`src/rtl/tt_pkg.sv`:
```
// Shared types and constants for the truth-table engine (state encoding, term-list modes).
package tt_pkg;

   typedef enum logic [1:0] {
      IDLE  = 2'd0,
      EVAL  = 2'd1,
      SWEEP = 2'd2,
      DONE  = 2'd3
   } state_e;

   localparam int MODE_POS = 1;  // mask lists maxterms: bit=1 -> s=0
   localparam int MODE_SOP = 0;  // mask lists minterms: bit=1 -> s=1

endpackage

```
`src/rtl/tt_store.sv`:
```
// Function table register with a 2**N_IN:1 lookup mux; stores the effective function, not the raw term list.
module tt_store
   import tt_pkg::*;
#(
   parameter int N_IN = 4,
   parameter int MODE = MODE_POS
) (
   input  logic                 clk,
   input  logic                 rst_n,
   input  logic                 we,
   input  logic [2**N_IN-1:0]   mask,
   input  logic [N_IN-1:0]      addr,
   output logic                 f
);

   localparam int DEPTH = 2**N_IN;

   logic [DEPTH-1:0] tbl_q, tbl_d;

   always_comb begin
      // NOTE: assign the default first so every path drives tbl_d and no latch is inferred.
      tbl_d = tbl_q;
      if (we) begin
         tbl_d = (MODE == MODE_POS) ? ~mask : mask;
      end
   end

   // NOTE: the table is a small flop bank, so resetting it is cheap; a real RAM would not be reset.
   always_ff @(posedge clk or negedge rst_n) begin
      if (!rst_n) begin
         tbl_q <= '0;
      end else begin
         // NOTE: non-blocking so every flop samples pre-edge values regardless of statement order.
         tbl_q <= tbl_d;
      end
   end

   assign f = tbl_q[addr];

endmodule

```
`src/rtl/truth_table_engine.sv`:
```
// Programmable N-variable boolean function unit: single evaluations or full-table sweeps.
// Define TERM_COUNT_EN to build the ones_cnt counter; otherwise ones_cnt is tied to 0.
module truth_table_engine
   import tt_pkg::*;
#(
   parameter int N_IN = 4,
   parameter int MODE = MODE_POS
) (
   input  logic                 clk,
   input  logic                 rst_n,
   input  logic                 cfg_we,
   input  logic [2**N_IN-1:0]   cfg_mask,
   output logic                 cfg_err,
   input  logic                 start,
   input  logic                 in_valid,
   output logic                 in_ready,
   input  logic [N_IN-1:0]      in_vec,
   output logic                 out_valid,
   input  logic                 out_ready,
   output logic [N_IN-1:0]      out_idx,
   output logic                 out_s,
   output logic                 busy,
   output logic                 done,
   output logic [N_IN:0]        ones_cnt
);

   localparam int              DEPTH    = 2**N_IN;
   localparam logic [N_IN-1:0] IDX_LAST = N_IN'(DEPTH - 1);

   state_e          state_q, state_d;
   logic [N_IN-1:0] idx_q, idx_d;
   logic            cfg_err_q, cfg_err_d;
   logic            idle, accept, f_bit;

   assign idle = (state_q == IDLE);

   // idx_q addresses the table both for a single evaluation and for the sweep position.
   tt_store #(.N_IN(N_IN), .MODE(MODE)) u_store (
      .clk   (clk),
      .rst_n (rst_n),
      .we    (cfg_we & idle),
      .mask  (cfg_mask),
      .addr  (idx_q),
      .f     (f_bit)
   );

   assign out_valid = (state_q == EVAL) || (state_q == SWEEP);
   assign accept    = out_valid & out_ready;
   assign out_idx   = out_valid ? idx_q : '0;
   assign out_s     = out_valid & f_bit;
   assign in_ready  = rst_n & idle & ~start;
   assign busy      = ~idle;
   assign done      = (state_q == DONE);
   assign cfg_err   = cfg_err_q;

   always_comb begin
      state_d   = state_q;
      idx_d     = idx_q;
      cfg_err_d = cfg_we & ~idle;
      unique case (state_q)
         IDLE: begin
            if (start) begin
               state_d = SWEEP;
               idx_d   = '0;
            end else if (in_valid) begin
               state_d = EVAL;
               idx_d   = in_vec;
            end
         end
         EVAL: begin
            if (out_ready) state_d = IDLE;
         end
         SWEEP: begin
            if (out_ready) begin
               if (idx_q == IDX_LAST) state_d = DONE;
               else                   idx_d   = idx_q + N_IN'(1);
            end
         end
         DONE:    state_d = IDLE;
         default: state_d = IDLE;
      endcase
   end

   always_ff @(posedge clk or negedge rst_n) begin
      if (!rst_n) begin
         state_q   <= IDLE;
         idx_q     <= '0;
         cfg_err_q <= 1'b0;
      end else begin
         state_q   <= state_d;
         idx_q     <= idx_d;
         cfg_err_q <= cfg_err_d;
      end
   end

`ifdef TERM_COUNT_EN
   logic [N_IN:0] cnt_q, cnt_d;

   always_comb begin
      cnt_d = cnt_q;
      if (idle && start) begin
         cnt_d = '0;
      end else if ((state_q == SWEEP) && accept && f_bit) begin
         cnt_d = cnt_q + (N_IN+1)'(1);
      end
   end

   always_ff @(posedge clk or negedge rst_n) begin
      if (!rst_n) cnt_q <= '0;
      else        cnt_q <= cnt_d;
   end

   assign ones_cnt = cnt_q;
`else
   assign ones_cnt = '0;
`endif

endmodule

```
`config.mk`:
```
export PLATFORM = sky130hd
export DESIGN_NAME = truth_table_engine
export DESIGN_NICKNAME = d
export VERILOG_FILES = /design/src/rtl/tt_pkg.sv /design/src/rtl/tt_store.sv /design/src/rtl/truth_table_engine.sv
export SDC_FILE = /design/constraint.sdc
export NUM_CORES = 1
export LEC_CHECK = 0
export ABC_CLOCK_PERIOD_IN_PS = 2100
export BUFFER_PORTS_ARGS = -buffer_cell sky130_fd_sc_hd__buf_2
export CORE_ASPECT_RATIO = 1.4
export CORE_MARGIN = 10
export CORE_UTILIZATION = 50
export DETAILED_ROUTE_END_ITERATION = 7
export GPL_ROUTABILITY_DRIVEN = 1
export PLACE_DENSITY = 0.88
export SETUP_SLACK_MARGIN = 0.4
export SYNTH_ARGS = -nofsm -noshare
export SYNTH_HDL_FRONTEND = slang
export SYNTH_SLANG_ARGS = --single-unit
```
`constraint.sdc`:
```
create_clock -name clk -period 2.1 [get_ports clk]
set_input_delay 0.525 -clock clk [delete_from_list [all_inputs] [get_ports clk]]
set_output_delay 0.525 -clock clk [all_outputs]
set_load 0.01 [all_outputs]
```
* Yosys cells after proc, flatten, opt, wreduce, memory -nomap -nowiden
Cells that the tools add are included.
Operators by class: eq/ne operators 9, $lt $le $gt $ge 1, add/subtract/negate cells 1, multiplexer cells 14, reduce and logical (&&, ||, !) cells 5, bitwise gates (word level) 8
Operators by type and width (count):
- $mux 4 | 5
- $not 16->16 | 1
- $mux 2 | 5
- $pmux 2 s4 | 1
- $pmux 4 s2 | 1
- $reduce_and 4->1 | 2
- $ne 2x2->1 const B | 3
- $and 1x1->1 | 5
- $lt 4x5->1 const B | 1
- $add 4x1->4 const B | 1
- $bmux 1 s4 | 1
- $eq 2x2->1 const B | 2
- $eq 4x4->1 const B | 1
- $ne 3x3->1 const B | 1
- $eq 2x1->1 const B | 1
- $logic_not 2->1 | 1
- $ne 2x1->1 const B | 1
- $not 1->1 | 2
- $reduce_bool 2->1 | 1
- $logic_or 1x1->1 | 1
- $mux 1 | 1
Storage, ports and cells: flip-flop bits (word level) 23

* Longest topological paths before layout
depth in word-level cells 4, depth in mapped cells 6

* By module
Synthesis repeated with hierarchy kept, for this count alone.
Unflattened totals: cell total of the unflattened synthesis 124, area, all modules 1382.6 um2
Modules (own cells, without submodules):
- tt_store | cells an instance 57, sequential area each 400.4 um2, area an instance 760.7 um2, instances 1
- truth_table_engine | cells an instance 67, sequential area each 175.2 um2, area an instance 621.8 um2, instances 1

* Least setup slack after synthesis
Ideal clock, no wire load.
path kind flip-flop to output port, start point reg idx_q[0], end point out out_s, cell stages (with the launch flop) 6, data required time 1.575 ns, data arrival time 1.393 ns, setup slack 0.182 ns, cell sequence dfrtp_1 buf_6 mux4_2 o22ai_1 a311o_1 a21boi_2
Between the ends: longest elaborated chain between the ends 3
Ends and longest elaborated chain:
- from (decl) | RTL line truth_table_engine.sv:31 | logic [N_IN-1:0] idx_q, idx_d;
- from (signal assigned) | RTL line truth_table_engine.sv:91 | idx_q <= idx_d;
- $bmux 1 s4 | RTL line tt_store.sv:38 | assign f = tbl_q[addr];
- $mux 1 (implied by the code) | RTL line tt_store.sv:38
- $and 1x1->1 | RTL line truth_table_engine.sv:50 | assign out_s = out_valid & f_bit;
- to (decl) | RTL line truth_table_engine.sv:21 | output logic out_s,
Every way passes these cells. The select of a mux whose other input is x is not followed.

* Final worst setup path
Same ends and word-level chain as after synthesis.

==> flow_metrics.py <==
metrics = {
    "pwr": {
        "ir_drop_uv": 844.0,
        "cellLeakagePower_nw": 0.8389,
        "p_per_area_nw_per_um2": 1554,
    },
    "final_layout": {
        "antennaDiodeCount": 0,
        "fin_cells": 214,
        "area_delta_synth_final_pct": 35.43,
        "final_layout_size_suffix_gt1_share_pct": 43.89,
        "stdcell_area_um2": 1750,
        "nets": 213,
    },
    "route": {
        "via_count": 1149,
        "viasPerCell": 5.369,
        "dr.pass1.iters": 8,
        "routedWlPerCell_um": 15.94,
        "drc": 0,
        "wl_mm": 3.412,
        "antenna_left": 0,
        "drtIter0Drc": 76,
    },
    "sta": {
        "rsz0062_at_grt": "true",
        "finClkSkew_ns": 0.002654,
        "finalWorstPathRequiredPeriod_ns": 2.314,
        "finalSetupViolCount": 1,
        "hold_viol_final": 0,
        "maxSlewViolCount": 0,
        "layout_setup_ws_ns": -0.2138,
        "whs_ns": 0.2377,
        "period_share_pct": 110.2,
        "fmax_mhz": 432.2,
    },
    "cts": {
        "cts.sinks": 23,
        "clockRootBuffer": "clkbuf_4",
        "clk_path_buf_depth": 2,
        "cts_buffers": 3,
        "cts.reportedPaths.clkPinSlew_ns": 0.12,
        "cts_max_level": 1,
        "cts_tree": "yes",
        "cts_hold_buf": 0,
        "clk-insertion-delay-late_ns": 0.30,
    },
    "worst_hold_path": {
        "hp-class": "in2async",
    },
    "floorplan": {
        "die_x_um": 62.97,
        "ios": 41,
        "rows": 21,
        "initial_core_util_pct": 52.89,
        "dieHeight_um": 80.16,
        "core_um2": 2444,
        "design.die.area_um2": 5047,
    },
    "place": {
        "place_congestion": 0.8498,
        "place_area_um2": 1486,
        "io_buffer_count": 35,
        "place_hpwl_mm": 2.347,
        "dp.cells": 197,
    },
    "synth": {
        "ys_seq_elements": 23,
        "syn_avg_cell_area_um2": 9.792,
        "syn_area_um2": 1292,
        "synth-seq-area-share_pct": 44.53,
        "yosys_warnings": 0,
        "yosys.cell_types.count": 36,
        "synth_cells": 132,
    },
    "critical_path": {
        "path_max_fanout": 5,
        "worstSetupEndpointType": "primary output",
        "worstSetupStartpointType": "flip-flop",
        "path_class": "reg2out",
        "worstReg2RegStart": "idx_q[0]",
        "startpoint": "idx_q[0]",
        "cp.arrival_ns": 1.79,
        "crit_required_ns": 1.57,
    },
    "grt": {
        "grt_pass1_wl_mm": 5.526,
        "grt_pass1_vias": 1273,
        "antenna_found_initial": 0,
        "grt.total_usage_pct": 13.04,
        "globalRoute.totalOverflow": 0,
        "grt_max_degree": 33,
    },
    "status": {
        "status": "finished with violations",
        "violations": "setup timing",
    },
    "run": {
        "maxCapViolCount": 0,
    },
}
## per-layer routing
metal | GRT usage [%] | vias to the layer above | part of all wire, %
li1 | - | 541 | -
met1 | 13.99 | 542 | 40
met2 | 22.71 | 56 | 52
met3 | 4.444 | 10 | 6.5
met4 | 5.830 | 0 | 1.7
met5 | 0 | - | 0
## cells in the mapped netlist
master / count / area, um2
nand2b_1: 1 / 6.260
mux2_2: 4 / 45.04
nor3_1: 1 / 5.000
or3_1: 1 / 6.260
mux4_2: 1 / 22.52
a311o_1: 1 / 10.01
and2_1: 3 / 18.77
o21ai_0: 18 / 90.09
a21boi_2: 1 / 11.26
and2_2: 1 / 7.510
clkbuf_1: 4 / 15.01
a21oi_1: 4 / 20.02
nor2_1: 6 / 22.52
ha_1: 6 / 75.07
mux4_1: 1 / 26.28
inv_1: 5 / 18.77
nor3b_1: 1 / 7.510
a22oi_1: 2 / 15.01
o2111ai_1: 1 / 8.760
conb_1: 1 / 3.750
nand2_1: 20 / 75.07
nand3_1: 2 / 10.01
buf_6: 1 / 11.26
dfrtp_1: 23 / 575.6
buf_4: 6 / 45.04
a21bo_2: 1 / 10.01
nor3b_2: 1 / 12.51
o21bai_1: 1 / 7.510
o31ai_1: 1 / 7.510
mux2i_1: 4 / 40.04
nor2b_1: 3 / 18.77
a31oi_1: 2 / 12.51
and3_1: 1 / 6.260
o32a_1: 1 / 10.01
xnor2_1: 1 / 8.760
o22ai_1: 1 / 6.260
## sequential cells by signal (all words and copies together) (netlist names)
signal         cells
state_q            2
idx_q              4
u_store.tbl_q     16
cfg_err            1
## cell usage in the layout (no fill, tap or decap), types with 2 or more instances in the layout
cell and n:
nand2_1 20, dfrtp_1 22, nand3_1 2, buf_2 29, mux2_4 3, a21oi_1 3, and2_1 2, buf_4 12
a22oi_1 2, mux4_2 2, nor2b_1 3, o21ai_0 18, clkbuf_4 3, buf_6 10, ha_1 3, nor2_1 5
inv_2 2, inv_1 2, conb_1 5, ha_4 2, mux2i_1 4
## kinds of logic after synthesis
| kind of cell | synth area share (%) |
|---|---|
| mux | 10.36 |
| other cells | 0.2901 |
| buf+inv | 6.969 |
| fa+ha+maj | 5.808 |
| compound gates | 16.17 |
| xor+xnor | 0.6778 |
| flops | 44.53 |
| simple gates | 15.20 |
## where the power goes
part           switching, W  total [W]  internal (W)
logic              0.000770    0.00169      0.000916
registers          0.000187   0.000839      0.000652
clock network      0.000121   0.000195     0.0000740
total               0.00108    0.00272       0.00164
## through the flow
stage / TNS (ns) / utilization [%] / total power [W] / setup WS, ns
global placement: 0 / 60.83 / 0.001933 / 0.09129
CTS: -0.2401 / 67.74 / 0.002482 / -0.2401
detailed placement: 0 / 60.83 / 0.002003 / 0.06479
global route: -0.3062 / 71.63 / 0.002936 / -0.3062
finish: -0.2138 / 71.63 / 0.002720 / -0.2138
floorplan: 0 / - / 0.001681 / 0.2514
## layout make-up
cell class	count	area [um2]
inverters	5	21.27
multi-input cells	97	735.7
flip-flops and latches	23	576.8
clock buffers	4	26.28
repair buffers	51	347.8
well taps	34	42.54
fillers	175	693.2
## critical path, cell delays in order, from the launching register on
cell       delay [ns]
dfrtp_2          0.44
buf_6            0.12
mux4_2           0.47
nand2b_4         0.15
o2111ai_2        0.09
a21boi_2         0.08
buf_2            0.14
## final timing paths
kind | slack, ns | cells past startpoint | end
min | 0.24 | 2 | u_store.tbl_q[3]
min reg2reg | 0.49 | 2 | u_store.tbl_q[13]
min in group clk | 0.40 | 2 | u_store.tbl_q[5]
max | -0.21 | 6 | out_s
max reg2reg | 0.17 | 8 | idx_q[0]
max in group asynchronous | 1.63 | 2 | idx_q[0]
## repair_timing
item | 4_1_cts | 5_1_grt
pin swaps | 5 | 4
setup endpoints to repair | 14 | 15
resized for setup | 19 | 12
endpoints found under the hold margin | 0 | 0
buffers inserted | 8 | 5
Note: power is estimated with default switching activity, not from simulation.
